**config.mk**
```make
export PLATFORM = sky130hd
export DESIGN_NAME = taxi_i2c_slave_regfile
export DESIGN_NICKNAME = d
export VERILOG_FILES = /design/src/rtl/taxi_i2c_slave_regfile.sv
export SDC_FILE = /design/constraint.sdc
export NUM_CORES = 1
export LEC_CHECK = 0
export CORE_UTILIZATION = 35
export DETAILED_ROUTE_END_ITERATION = 8
export SYNTH_ARGS = -nofsm -noshare
export SYNTH_HDL_FRONTEND = slang
export SYNTH_SLANG_ARGS = --single-unit
export TNS_END_PERCENT = 20
```
**constraint.sdc**
```tcl
create_clock -name clk -period 2.9 [get_ports clk]
set_clock_uncertainty 0.15 [all_clocks]
set_input_delay 0.58 -clock clk [delete_from_list [all_inputs] [get_ports clk]]
set_output_delay 0.58 -clock clk [all_outputs]
set_load 0.01 [all_outputs]
```
**src/rtl/taxi_i2c_slave_regfile.sv**
```systemverilog
// taxi_i2c_slave_regfile
// Byte-wide register file between an I2C slave's AXI streams and a fabric host.
// The first RX byte of each I2C write loads the register pointer; the following
// bytes are stored with pointer auto-increment. TX bytes are fetched from the
// pointer on demand, also auto-incrementing.
// Optional feature macro: TAXI_I2C_REGFILE_WRAP_EN
//   defined   : pointer increments modulo 2**ADDR_W
//   undefined : pointer saturates at the last address and an end flag blocks
//               further I2C writes and makes reads return 0xFF until the next
//               pointer load
//
// TX state | meaning
// ---------+--------------------------------------------------------------
// IDLE     | no byte pending; waits for the consumer to request one
// FETCH    | samples mem[ptr] into the output data register
// VALID    | byte presented; waits for the handshake, then advances ptr
module taxi_i2c_slave_regfile #(
  parameter int ADDR_W = 4
) (
  input  logic              clk,
  input  logic              rst_n,
  input  logic [7:0]        i_s_axis_rx_tdata,
  input  logic              i_s_axis_rx_tvalid,
  output logic              o_s_axis_rx_tready,
  input  logic              i_s_axis_rx_tlast,
  output logic [7:0]        o_m_axis_tx_tdata,
  output logic              o_m_axis_tx_tvalid,
  input  logic              i_m_axis_tx_tready,
  output logic              o_m_axis_tx_tlast,
  output logic              o_m_axis_tx_tkeep,
  input  logic [ADDR_W-1:0] i_host_addr,
  input  logic              i_host_wr_en,
  input  logic [7:0]        i_host_wr_data,
  output logic [7:0]        o_host_rd_data,
  output logic              o_i2c_wr_valid,
  output logic [ADDR_W-1:0] o_i2c_wr_addr,
  output logic [7:0]        o_i2c_wr_data,
  output logic [ADDR_W-1:0] o_ptr
);

  localparam int                DEPTH = 2**ADDR_W;
  localparam logic [ADDR_W-1:0] LAST  = '1;

  typedef enum logic [1:0] {ST_IDLE, ST_FETCH, ST_VALID} tx_state_t;

  logic [7:0]        r_mem [DEPTH];
  logic [ADDR_W-1:0] r_ptr;
  logic              r_first;
  logic              r_rx_ready;
  tx_state_t         r_state;
  logic [7:0]        r_tx_data;
  logic              r_tx_valid;
  logic [7:0]        r_rd_data;
  logic              r_wr_valid;
  logic [ADDR_W-1:0] r_wr_addr;
  logic [7:0]        r_wr_data;

  logic              w_rx_beat;
  logic              w_rx_load;
  logic              w_rx_data;
  logic              w_rx_write;
  logic              w_tx_hs;
  logic [1:0]        w_inc_cnt;
  logic [ADDR_W-1:0] w_ptr_nxt;
  logic [7:0]        w_fetch_data;

  assign w_rx_beat = i_s_axis_rx_tvalid & r_rx_ready;
  assign w_rx_load = w_rx_beat & r_first;
  assign w_rx_data = w_rx_beat & ~r_first;
  assign w_tx_hs   = r_tx_valid & i_m_axis_tx_tready;

`ifdef TAXI_I2C_REGFILE_WRAP_EN
  assign w_rx_write   = w_rx_data;
  assign w_inc_cnt    = {1'b0, w_rx_write} + {1'b0, w_tx_hs};
  assign w_ptr_nxt    = r_ptr + ADDR_W'(w_inc_cnt);
  assign w_fetch_data = r_mem[r_ptr];
`else
  logic              r_end;
  logic [ADDR_W+1:0] w_ptr_sum;
  logic              w_end_set;

  // Once the last address has been touched, I2C writes are dropped.
  assign w_rx_write   = w_rx_data & ~r_end;
  assign w_inc_cnt    = {1'b0, w_rx_write} + {1'b0, w_tx_hs};
  assign w_ptr_sum    = {2'b00, r_ptr} + {{ADDR_W{1'b0}}, w_inc_cnt};
  assign w_ptr_nxt    = (w_ptr_sum > {2'b00, LAST}) ? LAST : w_ptr_sum[ADDR_W-1:0];
  assign w_end_set    = (w_rx_write | w_tx_hs) & (r_ptr == LAST);
  assign w_fetch_data = r_end ? 8'hFF : r_mem[r_ptr];

  // End flag: set by an access at the last address, cleared by a pointer load.
  always_ff @(posedge clk or negedge rst_n) begin
    if (!rst_n) begin
      r_end <= 1'b0;
    end else if (w_rx_load) begin
      r_end <= 1'b0;
    end else if (w_end_set) begin
      r_end <= 1'b1;
    end
  end
`endif

  // Register array; the host write is applied last so it wins an address tie.
  always_ff @(posedge clk or negedge rst_n) begin
    if (!rst_n) begin
      for (int i = 0; i < DEPTH; i++) r_mem[i] <= 8'h00;
    end else begin
      if (w_rx_write)   r_mem[r_ptr]       <= i_s_axis_rx_tdata;
      if (i_host_wr_en) r_mem[i_host_addr] <= i_host_wr_data;
    end
  end

  // Pointer and first-byte tracking; a pointer load overrides any increment.
  always_ff @(posedge clk or negedge rst_n) begin
    if (!rst_n) begin
      r_ptr      <= '0;
      r_first    <= 1'b1;
      r_rx_ready <= 1'b0;
    end else begin
      r_rx_ready <= 1'b1;
      if (w_rx_beat) r_first <= i_s_axis_rx_tlast;
      if (w_rx_load) r_ptr <= i_s_axis_rx_tdata[ADDR_W-1:0];
      else           r_ptr <= w_ptr_nxt;
    end
  end

  // Notification pulse for each stored I2C data byte.
  always_ff @(posedge clk or negedge rst_n) begin
    if (!rst_n) begin
      r_wr_valid <= 1'b0;
      r_wr_addr  <= '0;
      r_wr_data  <= 8'h00;
    end else begin
      r_wr_valid <= w_rx_write;
      if (w_rx_write) begin
        r_wr_addr <= r_ptr;
        r_wr_data <= i_s_axis_rx_tdata;
      end
    end
  end

  // Host read port, one cycle latency.
  always_ff @(posedge clk or negedge rst_n) begin
    if (!rst_n) r_rd_data <= 8'h00;
    else        r_rd_data <= r_mem[i_host_addr];
  end

  // TX fetch state machine; data is captured in FETCH and held until handshake.
  always_ff @(posedge clk or negedge rst_n) begin
    if (!rst_n) begin
      r_state    <= ST_IDLE;
      r_tx_valid <= 1'b0;
      r_tx_data  <= 8'h00;
    end else begin
      case (r_state)
        ST_IDLE: begin
          if (i_m_axis_tx_tready && !r_tx_valid) r_state <= ST_FETCH;
        end
        ST_FETCH: begin
          r_tx_data  <= w_fetch_data;
          r_tx_valid <= 1'b1;
          r_state    <= ST_VALID;
        end
        ST_VALID: begin
          if (i_m_axis_tx_tready) begin
            r_tx_valid <= 1'b0;
            r_state    <= ST_IDLE;
          end
        end
        default: begin
          r_tx_valid <= 1'b0;
          r_state    <= ST_IDLE;
        end
      endcase
    end
  end

  assign o_s_axis_rx_tready = r_rx_ready;
  assign o_m_axis_tx_tdata  = r_tx_data;
  assign o_m_axis_tx_tvalid = r_tx_valid;
  assign o_m_axis_tx_tlast  = 1'b0;
  assign o_m_axis_tx_tkeep  = 1'b1;
  assign o_host_rd_data     = r_rd_data;
  assign o_i2c_wr_valid     = r_wr_valid;
  assign o_i2c_wr_addr      = r_wr_addr;
  assign o_i2c_wr_data      = r_wr_data;
  assign o_ptr              = r_ptr;

endmodule

```
==> flow_summary.json <==
{
  "synth_largest_area_cell": "dfrtp_1",
  "clkTransAtPathRegs_ps": 70,
  "hold_buffers": 1,
  "cts_buffers": 17,
  "ys_types": 51,
  "grt_usage_pct": 21.1,
  "clock_tree.root_cell": "clkbuf_16",
  "period_minus_slack_ps": 2520,
  "drt_wl_total_um": 28500,
  "wl_per_cell_um": 22.0,
  "finalHoldViolations": 0,
  "ir_drop_uv": 358,
  "placementRows": 60,
  "synth_cells": 889,
  "nets": 967,
  "path_buf_inv": 1,
  "post_cts_buffers": 0,
  "die_height_um": 168,
  "ys.flop_type": "dfrtp_1",
  "maxCapViolCount": 0,
  "clkSinkCount": 167,
  "criticalPathCategory": "flop to output port",
  "ys_seq_area_share_pct": 43.6,
  "dieWidth_um": 168,
  "hold_class": "flop to flop",
  "cts_htree_levels": 4,
  "yosys_warnings": 0,
  "final_cell_mix": "dfrtp_1 (165), mux2i_1 (142), nand2_1 (98)",
  "layout-drive-gt1-share_pct": 18.4,
  "overflow": 0,
  "end_kind": "output port",
  "crit_arrival_ps": 1790,
  "grt_pass1_wl_um": 44400,
  "ant_nets": 0,
  "leakage_nw": 5.00,
  "clk_latency_ps": 440,
  "initial_utilization_pct": 35.6,
  "cp.required_ps": 2170,
  "grt_setup_unrepaired": "false",
  "crit_fanout": 19,
  "syn_area_sq_mm": 0.00960,
  "gp_congestion": 0.884,
  "slowest_delay_ps": 710,
  "via_per_inst": 5.65,
  "finalSetupViolCount": 0,
  "dieArea_sq_mm": 0.0281,
  "status": "completed",
  "fp.coreArea_sq_mm": 0.0270,
  "drt-initial-drc-count": 634,
  "drc": 0,
  "ys_ff_latch": 167,
  "synth_top_area_share_pct": 43.3,
  "maxSlewHeadroom_pct": 42.1,
  "dp_cells": 1260,
  "clockBufferDepth": 2,
  "period_share_pct": 86.8,
  "detailed_place_hpwl_um": 19900,
  "reg2reg_from": "o_ptr[0]$_DFF_PN0_",
  "worstMarginPinSlew_ps": 866,
  "drt-pass1-iter-count": 5,
  "async_flop_share_pct": 100,
  "fin_cells": 1293,
  "synth_area_per_cell_sq_um": 10.8,
  "mostFrequentLayoutCell": "dfrtp_1",
  "portBuffers": 60,
  "power_density_mw_per_mm2": 991,
  "grt_max_degree": 55,
  "vias": 7310,
  "path_cells": "clkdlybuf4s50_1",
  "min_from": "o_i2c_wr_addr[3]$_DFFE_PN0P_",
  "area_growth_pct": 18.4,
  "first_global_vias": 7253,
  "ios": 63,
  "cts_resized": 0,
  "cp_top_family": "flip-flops",
  "cts_tree": "built",
  "synth_edf_count": 0,
  "antenna_found_initial": 0,
  "fmax_mhz": 397,
  "synth.area.top_cells": "dfrtp_1 (43%), mux2i_1 (15%), mux4_2 (15%), a21oi_1 (4.5%), nand2_1 (3.8%)",
  "crit_slowest_cell": "dfrtp_2",
  "slew_viol_final": 0,
  "tns_ps": 0,
  "antenna_cells": 0,
  "start_kind": "flop",
  "cp-startpoint": "o_ptr[0]$_DFF_PN0_",
  "fill_cells": 2527
}
logic make-up (layout without fill, tap and decap cells):
kind of cell	after synthesis	in the layout	share of synthesized area [%]
muxes	210	210	30.2
AOI/OAI and AO/OA	170	170	9.71
other	2	3	0.0783
and+or+nand+nor	247	247	12.0
DFF	167	167	43.6
buffers and inverters	91	153	4.11
adders and majority gates	2	2	0.339
cell type report:
class	count	area [sq um]	share of cell area, %
Clock inverter	10	168	1.48
Timing Repair Buffer	118	1050	9.28
Inverter	3	11.3	0.0991
Sequential cell	167	4180	36.8
Tap cell	341	427	3.76
Clock buffer	22	474	4.17
Multi-Input combinational cell	632	5050	44.4
worst reg2reg max path: stages (launching register included):
cell,delay [ps]
dfrtp_2,710
buf_4,400
nand2_1,250
nor3b_2,220
buf_4,240
mux2i_1,210
a21oi_1,90
routing by layer:
metal	global-route usage [%]	part of all wire, %	wire length, um	vias to the layer above
met5	0	0	0	-
met2	32.6	46	13100	308
met1	29.3	45	12900	3627
met4	8.93	3.3	933	0
li1	-	-	-	3318
met3	3.52	5.4	1540	57
sequential cells by signal (all words and copies together), names as in the netlist:
register	cells
o_host_rd_data	8
o_i2c_wr_addr	4
o_i2c_wr_data	8
o_m_axis_tx_tdata	8
r_mem	128
o_s_axis_rx_tready	1
o_m_axis_tx_tvalid	1
r_end	1
o_ptr	4
r_state	2
o_i2c_wr_valid	1
r_first	1
path summary, 6_finish.rpt:
kind                       cells after the start                           end  slack [ps]
min in group asynchronous                      2           r_mem[91]$_DFF_PN0_         550
max                                            1                      o_ptr[0]         380
min                                            2  o_i2c_wr_addr[3]$_DFFE_PN0P_         320
min reg2reg                                    2  o_i2c_wr_addr[3]$_DFFE_PN0P_         320
max in group asynchronous                      3           r_mem[87]$_DFF_PN0_        1270
max reg2reg                                    6           r_mem[69]$_DFF_PN0_         480
report_power, final:
group / internal, W / switching (W) / total [W]
clock: 0.00152 / 0.000988 / 0.00251
combinational: 0.00238 / 0.00197 / 0.00435
sequential: 0.00340 / 0.00100 / 0.00441
synthesized netlist by cell type (2+ instances only):
master,count
nor3_4,2
nor2_1,94
a311oi_1,4
nand2_1,98
a21oi_1,86
nand2b_1,2
conb_1,2
nand3_2,3
mux2i_1,142
nor4_4,2
mux2_2,5
and3_1,2
nor3b_1,4
o21ai_0,48
nor2b_1,11
clkbuf_1,40
dfrtp_1,166
a31oi_1,5
o22ai_1,3
a211oi_1,4
buf_2,30
o21ai_1,4
inv_1,3
buf_1,15
and3b_1,2
a22oi_1,7
mux4_2,63
buf_4,2
nor4b_1,2
nand3_1,15
o32ai_1,3
through the flow:
stage	instance area (sq um)	power (W)	setup WS, ps	hold WS [ps]	util (%)
CTS	11400	0.0113	372	329	42.2
global placement	10700	0.00865	220	310	39.7
finish	11400	0.0113	384	321	42.2
detailed placement	10700	0.00875	175	313	39.7
floorplan	9600	0.00708	606	134	-
global route	11400	0.0119	304	352	42.2
No activity file was read; power rests on OpenSTA's default activity.
